<file path="config.mk">
export PLATFORM = sky130hd
export DESIGN_NAME = motor_relay_driver_flat
export DESIGN_NICKNAME = d
export VERILOG_FILES = /design/src/rtl/motor_relay_driver_if.sv /design/src/rtl/motor_relay_driver.sv /design/src/flat_wrapper.sv
export SDC_FILE = /design/constraint.sdc
export NUM_CORES = 1
export LEC_CHECK = 0
export ABC_AREA = 1
export CAP_MARGIN = 20
export CORE_MARGIN = 3
export CORE_UTILIZATION = 30
export DETAILED_ROUTE_END_ITERATION = 12
export SYNTH_ARGS = -nofsm -noshare
export SYNTH_HDL_FRONTEND = slang
export SYNTH_SLANG_ARGS = --single-unit
</file>
<file path="constraint.sdc">
create_clock -name SYSCLK -period 3 [get_ports SYSCLK]
set_input_delay 0.3 -clock SYSCLK [delete_from_list [all_inputs] [get_ports SYSCLK]]
set_output_delay 0.3 -clock SYSCLK [all_outputs]
set_load 0.01 [all_outputs]
</file>
<file path="src/rtl/motor_relay_driver_if.sv">
// -----------------------------------------------------------------------------
// motor_relay_driver_if
// Groups the command inputs and relay/status outputs of the window-motor relay
// driver so they travel as one bundle between the controller and the driver.
//
// Signals:
//   cmd_up      controller -> driver   request motor up (level, active-high)
//   cmd_down    controller -> driver   request motor down (level, active-high)
//   estop       controller -> driver   emergency stop / pinch (level, active-high)
//   Relay_UP_N  driver -> controller   up relay drive, active-low
//   Relay_DN_N  driver -> controller   down relay drive, active-low
//   busy        driver -> controller   high whenever the driver is not idle
//   state_o     driver -> controller   00 IDLE, 01 UP, 10 DOWN, 11 DEAD
//
// Modports:
//   master  the command source (drives commands, observes relays/status)
//   slave   the relay driver itself
// -----------------------------------------------------------------------------
interface motor_relay_driver_if;
    logic       cmd_up;
    logic       cmd_down;
    logic       estop;
    logic       Relay_UP_N;
    logic       Relay_DN_N;
    logic       busy;
    logic [1:0] state_o;

    modport master (
        output cmd_up, cmd_down, estop,
        input  Relay_UP_N, Relay_DN_N, busy, state_o
    );

    modport slave (
        input  cmd_up, cmd_down, estop,
        output Relay_UP_N, Relay_DN_N, busy, state_o
    );
endinterface

</file>
<file path="src/rtl/motor_relay_driver.sv">
// -----------------------------------------------------------------------------
// motor_relay_driver
// Drives the two active-low window-motor relays from debounced up/down commands
// and an emergency-stop request. Every change of drive passes through a DEAD
// phase with both relays off (break-before-make), and a normal release is held
// off until the relay has been energised for a minimum time. All outputs come
// straight from registers, so no input can reach a relay combinationally.
//
// Parameters:
//   T_DEAD   dead-time cycles with both relays off (>= 1)
//   T_MINON  minimum energised cycles before a normal release (>= 1)
//   CNT_W    timer width; T_DEAD and T_MINON must be < 2**CNT_W
//
// Ports:
//   SYSCLK   1 kHz system tick, rising edge
//   RST      asynchronous active-high reset (forces DEAD, both relays off)
//   bus      motor_relay_driver_if.slave: commands in, relays/status out
// -----------------------------------------------------------------------------
module motor_relay_driver #(
    parameter int T_DEAD  = 10,
    parameter int T_MINON = 20,
    parameter int CNT_W   = 16
) (
    input  logic                 SYSCLK,
    input  logic                 RST,
    motor_relay_driver_if.slave  bus
);

    // Encoding is chosen so the state register is directly the state_o code.
    typedef enum logic [1:0] {
        ST_IDLE = 2'b00,
        ST_UP   = 2'b01,
        ST_DOWN = 2'b10,
        ST_DEAD = 2'b11
    } state_t;

    localparam logic [CNT_W-1:0] C_MINON    = CNT_W'(T_MINON);
    localparam logic [CNT_W-1:0] C_DEAD_END = CNT_W'(T_DEAD - 1);

    state_t           r_state;
    logic [CNT_W-1:0] r_tmr;
    logic             r_up_n;
    logic             r_dn_n;
    logic             r_busy;

    // A direction is released when its own command drops or the opposite one
    // appears (a conflict counts as a release request).
    logic w_rel_up;
    logic w_rel_dn;
    logic w_start_up;
    logic w_start_dn;

    assign w_rel_up   = !bus.cmd_up   || bus.cmd_down;
    assign w_rel_dn   = !bus.cmd_down || bus.cmd_up;
    assign w_start_up = !bus.estop && bus.cmd_up   && !bus.cmd_down;
    assign w_start_dn = !bus.estop && bus.cmd_down && !bus.cmd_up;

    // Each transition updates the state and its decoded outputs together, so
    // the relay registers always agree with r_state.
    // NOTE: all state here uses non-blocking assignments so every register
    // samples the pre-edge values; blocking would create order-dependent logic.
    always_ff @(posedge SYSCLK or posedge RST) begin
        if (RST) begin
            r_state <= ST_DEAD;
            r_tmr   <= '0;
            r_up_n  <= 1'b1;
            r_dn_n  <= 1'b1;
            r_busy  <= 1'b1;
        end else begin
            case (r_state)
                ST_IDLE: begin
                    if (w_start_up) begin
                        r_state <= ST_UP;
                        r_tmr   <= '0;
                        r_up_n  <= 1'b0;
                        r_busy  <= 1'b1;
                    end else if (w_start_dn) begin
                        r_state <= ST_DOWN;
                        r_tmr   <= '0;
                        r_dn_n  <= 1'b0;
                        r_busy  <= 1'b1;
                    end
                end

                ST_UP: begin
                    // estop bypasses the minimum on-time.
                    if (bus.estop || (w_rel_up && r_tmr >= C_MINON)) begin
                        r_state <= ST_DEAD;
                        r_tmr   <= '0;
                        r_up_n  <= 1'b1;
                    end else if (r_tmr < C_MINON) begin
                        r_tmr <= r_tmr + 1'b1;
                    end
                end

                ST_DOWN: begin
                    if (bus.estop || (w_rel_dn && r_tmr >= C_MINON)) begin
                        r_state <= ST_DEAD;
                        r_tmr   <= '0;
                        r_dn_n  <= 1'b1;
                    end else if (r_tmr < C_MINON) begin
                        r_tmr <= r_tmr + 1'b1;
                    end
                end

                ST_DEAD: begin
                    // Inputs are deliberately ignored here; the next drive
                    // decision is always re-made from IDLE.
                    if (r_tmr == C_DEAD_END) begin
                        r_state <= ST_IDLE;
                        r_tmr   <= '0;
                        r_busy  <= 1'b0;
                    end else begin
                        r_tmr <= r_tmr + 1'b1;
                    end
                end

                default: begin
                    r_state <= ST_DEAD;
                    r_tmr   <= '0;
                    r_up_n  <= 1'b1;
                    r_dn_n  <= 1'b1;
                    r_busy  <= 1'b1;
                end
            endcase
        end
    end

    assign bus.Relay_UP_N = r_up_n;
    assign bus.Relay_DN_N = r_dn_n;
    assign bus.busy       = r_busy;
    assign bus.state_o    = r_state;

endmodule

</file>
<file path="src/flat_wrapper.sv">
// flat-port wrapper written by rule: the top's interface ports become plain ports
module motor_relay_driver_flat 
#(
    parameter int T_DEAD  = 10,
    parameter int T_MINON = 20,
    parameter int CNT_W   = 16
)
  (SYSCLK, RST, bus_cmd_up, bus_cmd_down, bus_estop, bus_Relay_UP_N, bus_Relay_DN_N, bus_busy, bus_state_o);
  motor_relay_driver_if bus_i ();
  input  logic SYSCLK;
  input  logic RST;
  input wire logic [$bits(bus_i.cmd_up)-1:0] bus_cmd_up;
  input wire logic [$bits(bus_i.cmd_down)-1:0] bus_cmd_down;
  input wire logic [$bits(bus_i.estop)-1:0] bus_estop;
  output wire logic [$bits(bus_i.Relay_UP_N)-1:0] bus_Relay_UP_N;
  output wire logic [$bits(bus_i.Relay_DN_N)-1:0] bus_Relay_DN_N;
  output wire logic [$bits(bus_i.busy)-1:0] bus_busy;
  output wire logic [$bits(bus_i.state_o)-1:0] bus_state_o;
  assign bus_i.cmd_up = bus_cmd_up;
  assign bus_i.cmd_down = bus_cmd_down;
  assign bus_i.estop = bus_estop;
  assign bus_Relay_UP_N = bus_i.Relay_UP_N;
  assign bus_Relay_DN_N = bus_i.Relay_DN_N;
  assign bus_busy = bus_i.busy;
  assign bus_state_o = bus_i.state_o;
  motor_relay_driver #(.T_DEAD(T_DEAD), .T_MINON(T_MINON), .CNT_W(CNT_W)) u_core (.SYSCLK(SYSCLK), .RST(RST), .bus(bus_i));
endmodule
</file>
== Word-level counts from Yosys, hierarchy flattened ==
Cells that the tools add are included.

* Register bits: 21
* Input port bits: 5
* Word-level logic and storage cells: 64

* Add/sub/neg operators: 1
* Order comparisons: 2
* Eq/ne operators: 11
* Muxes and demuxes: 24
* Reduce and logical (&&, ||, !) cells: 21

{| class="wikitable"
|+ Operators with widths
! operator !! number
|-
| two-way mux 16 bit || 6
|-
| case mux 16 bit (4 select lines) || 1
|-
| adder 16 x 1 -> 16 bit, second input constant || 1
|-
| equality test 16 x 4 -> 1 bit, second input constant || 1
|-
| >= comparator 16 x 5 -> 1 bit, second input constant || 1
|-
| < comparator 16 x 5 -> 1 bit, second input constant || 1
|-
| two-way mux 2 bit || 5
|-
| != test 2 x 1 -> 1 bit, second input constant || 5
|-
| two-way mux 1 bit || 8
|-
| case mux 2 bit (4 select lines) || 1
|-
| AND reduction 4 bit || 2
|-
| logical AND 1 bit || 6
|-
| case mux 1 bit (2 select lines) || 3
|-
| AND reduction 3 bit || 2
|-
| nonzero test 2 bit || 3
|-
| equality test 2 bit, second input constant || 2
|-
| logical OR 1 bit || 4
|-
| zero test 1 bit || 3
|-
| != test 3 x 1 -> 1 bit, second input constant || 1
|-
| equality test 2 x 1 -> 1 bit, second input constant || 1
|-
| zero test 2 bit || 1
|-
| != test 2 bit, second input constant || 1
|}

== Longest topological paths before layout ==
* Depth in word-level cells: 6
* Depth in mapped cells: 13
* Mapped depth without buffers: 11

== Least setup slack after synthesis ==
No wires, ideal clock.

* Path type: flip-flop to flip-flop
* From: register u_core.r_state[0], in the netlist u_core.bus.state_o[0]
* To: register u_core.r_tmr[15]
* Setup time: 0.083 ns
* Arrival: 1.625 ns
* Slack: 1.293 ns
* Cell stages (with the launch flop): 11
* Buffers on the path: 1
* Cells stage by stage: dfstp_2 inv_1 ha_1 nand2_1 nor2_1 inv_2 nand2_1 inv_2 buf_2 nand2_1 o21ai_0

* Cells in the longest elaborated chain, start to end: 2
* Elaborated cells between the ends (all ways): 6
* Classes of those cells: eq/ne: 4; mux: 1; reduce/logical: 1

{| class="wikitable"
|+ RTL lines
! what !! RTL line !! source
|-
| from (decl) || motor_relay_driver.sv:40 || <nowiki>state_t r_state;</nowiki>
|-
| from (signal assigned) || motor_relay_driver.sv:64 || <nowiki>r_state <= ST_DEAD;</nowiki>
|-
| from (signal assigned) || motor_relay_driver.sv:73 || <nowiki>r_state <= ST_UP;</nowiki>
|-
| from (signal assigned) || motor_relay_driver.sv:78 || <nowiki>r_state <= ST_DOWN;</nowiki>
|-
| equality test 2 bit (tied with other cells) || motor_relay_driver.sv:70 || <nowiki>case (r_state)</nowiki>
|-
| case mux 16 bit (4 select lines) / != test 3 x 1 -> 1 bit (equally long branches) || n/a ||
|-
| to (signal assigned) || motor_relay_driver.sv:92 || <nowiki>r_tmr <= r_tmr + 1'b1;</nowiki>
|-
| to (signal assigned) || motor_relay_driver.sv:102 || <nowiki>r_tmr <= r_tmr + 1'b1;</nowiki>
|-
| to (signal assigned) || motor_relay_driver.sv:114 || <nowiki>r_tmr <= r_tmr + 1'b1;</nowiki>
|-
| to (decl) || motor_relay_driver.sv:41 || <nowiki>logic [CNT_W-1:0] r_tmr;</nowiki>
|}

Several ways; a longest one is shown, not always the timed one.
A chain may end at the register's enable or synchronous reset.

== Worst setup path in the final report ==
* From: register u_core.r_state[0], in the netlist u_core.bus.state_o[0]
* To: register u_core.r_tmr[12]

The elaborated chain is that of the path after synthesis.

==> flow_summary.ini <==
[status]
status = finished clean

[global_routing]
antenna_found_initial = 0
grt_usage_pct = 14.4
grt_max_degree = 22
overflow = 0
grt_pass1_wl_mm = 7.64
grt_pass1_vias = 1680

[placement]
dp_hpwl_mm = 3.17
dp_cells = 350
place_congestion = 0.893
port_buffers = 9

[yosys]
synth.yosys.seq_area_share_pct = 30.7
syn_inst = 274
synth.top_cells.by_count = nand2_1 (104), nand3_1 (31), inv_1 (26), nor2_1 (22), dfrtp_1 (16)
synth-edff-count = 0
synth.most_common_cell = nand2_1
muxShareOfSynthArea_pct = 0
synth_cell_type_count = 25
netlist_top_cells_area = dfrtp_1 (23%), nand2_1 (23%), nand3_1 (9.0%)
synth_top_family_by_area = simple AND/OR/NAND/NOR gates
synth_compound_area_share_pct = 6.64
synth_top_area_share_pct = 23.1
yosysTopAreaCell = dfrtp_1
ys_warn_count = 0
yosys_register_bits = 21
syn_avg_cell_area_um2 = 6.32
synth_area_mm2 = 0.00173
synth_ff_type = dfrtp_1
synthXorXnorAreaFrac_pct = 2.53
yosys.area_share.simple_pct = 45.6
synthAdderAreaFrac_pct = 5.78
async_flop_share_pct = 100
synth_fp_nets = 287

[sta]
slew_headroom_pct = 43.4
finalMaxSlewViolations = 0
timing.final.crit_share_pct = 68.1
fmax_mhz = 489
min_period_ns = 2.04
rsz0062_at_grt = no
worst_pin_slew_ns = 0.848
tns_ns = 0
hold_viol = 0
skew_ns = 0.00687
setup_viol = 0

[layout]
drive_above_1_share_pct = 8.87
n_antenna_cell = 0
syn_to_final_growth_pct = 11.7
final_cells = 354
nNetsFinal = 296

[critical_path]
cp.arrival_ns = 2.23
crit_type = flop to flop
max_stage_delay_ns = 0.58
critPathBufInv = 4
end_kind = flop
cp.required_ns = 3.19
cpMostUsedCell = nand2_1
cpMaxStageDelayCell = dfstp_2
worstSetupStartpointType = flop
cp_cell_sequence = inv_1 > ha_1 > nand2_1 > nor2_1 > buf_4 > inv_2 > nand2_1 > inv_2 > nand2_1 > o21ai_0
crit_fanout = 13
critical-path-top-delay-family = buffers and inverters

[cts]
clk_pin_slew_worst_paths_ns = 0.09
htree_levels = 1
cts-resized-gates = 0
root_buffer = clkbuf_8
cts_hold_buf = 0
clockBufferDepth = 2
cts_tree = built
clock_sinks = 21
cts-buffers-inserted = 3
cts_setup_buffers = 0
worstSkewPairLatency_ns = 0.27

[detailed_routing]
firstDrtPassIters = 4
avgViaCountPerCell = 4.85
wl_mm = 4.28
routedWlPerCell_um = 12.1
drt_iter0_drc = 124
drc = 0
num_vias = 1718
antenna_left = 0

[floorplanning]
die_width_um = 82
pin_count = 10
rows = 27
die_area_mm2 = 0.00672
fp.dieH_um = 82
start_util_pct = 31.3
core-area_mm2 = 0.00554

[job]
cap_viol_max_count = 0

[power_and_ir_drop]
ir_worst_vdd_mv = 0.336
p_per_area_mw_per_mm2 = 583
power.leakage_nw = 0.925

[hold_path]
hp-class = flop to flop
tightest hold or removal path, delay by kind of cell, from the launching register on:
family / cells / cell delay, ns
flip-flops: 1 / 0.38
AND/OR/NAND/NOR: 2 / 0.10
layout make-up:
| cell class | instances | area, µm² |
|---|---|---|
| fill | 619 | 3600 |
| multi-input combinational | 216 | 1050 |
| clock inverter | 1 | 5.00 |
| timing repair buffer | 11 | 105 |
| tap | 72 | 90.1 |
| inverter | 30 | 113 |
| sequential | 21 | 532 |
| clock buffer | 3 | 41.3 |
registers in the layout (all words and copies together) (netlist names):
name / cells
u_core.bus.Relay_DN_N: 1
u_core.bus.Relay_UP_N: 1
u_core.bus.busy: 1
u_core.bus.state_o: 2
u_core.r_tmr: 16
metrics by stage:
stage | setup WS (ns) | power (mW) | utilization, % | area, µm² | hold slack, ns
floorplan | 1.29 | 0.762 | - | 1730 | 0.273
global placement | 1.01 | 0.941 | 34.1 | 1890 | 0.462
detailed placement | 0.927 | 0.946 | 34.1 | 1890 | 0.466
CTS | 0.964 | 1.15 | 34.9 | 1940 | 0.486
global route | 0.743 | 1.23 | 34.9 | 1940 | 0.505
finish | 0.956 | 1.13 | 34.9 | 1940 | 0.478
kinds of logic (layout without fill, tap and decap cells):
| kind of cell | Yosys count | count (layout) |
|---|---|---|
| AOI/OAI and AO/OA | 22 | 22 |
| xor gates and xnor gates | 5 | 5 |
| adders and majority gates | 8 | 8 |
| buffers and inverters | 37 | 45 |
| DFF | 21 | 21 |
| and+or+nand+nor | 181 | 181 |
metal layers:
| layer | vias to the layer above | part of all wire, % | GRT usage, % |
|---|---|---|---|
| li1 | 887 | - | - |
| met1 | 790 | 51 | 19.7 |
| met2 | 33 | 44 | 23.2 |
| met3 | 8 | 2.5 | 1.54 |
| met4 | 0 | 2.0 | 5.65 |
| met5 | - | 0 | 0 |
path summary, 6_finish.rpt:
path / endpoint / start / cells past startpoint / slack (ns)
setup / recovery: u_core.r_tmr[12] / u_core.bus.state_o[0] / 10 / 0.96
min in group asynchronous: u_core.r_tmr[7] / RST / 2 / 0.50
hold / removal: u_core.bus.Relay_DN_N / u_core.bus.Relay_DN_N / 2 / 0.48
max in group asynchronous: u_core.r_tmr[10] / RST / 2 / 1.98
setup reg to reg: u_core.r_tmr[12] / u_core.bus.state_o[0] / 10 / 0.96
hold reg to reg: u_core.bus.Relay_DN_N / u_core.bus.Relay_DN_N / 2 / 0.48
layout by cell type, fill, tap and decap left out, types with 5 or more instances in the layout:
cell,count
nand2_1,104
nand3_1,31
inv_1,26
nor2_1,22
dfrtp_1,16
o21ai_0,10
clkdlybuf4s50_1,9
nand4_1,8
ha_1,8
o21ai_1,6
nor3_1,6
dfstp_2,5
power breakdown:
group / switching [mW] / internal (mW)
combinational: 0.356 / 0.192
sequential: 0.0382 / 0.349
clock: 0.101 / 0.0927
No activity file was read; power rests on OpenSTA's default activity.
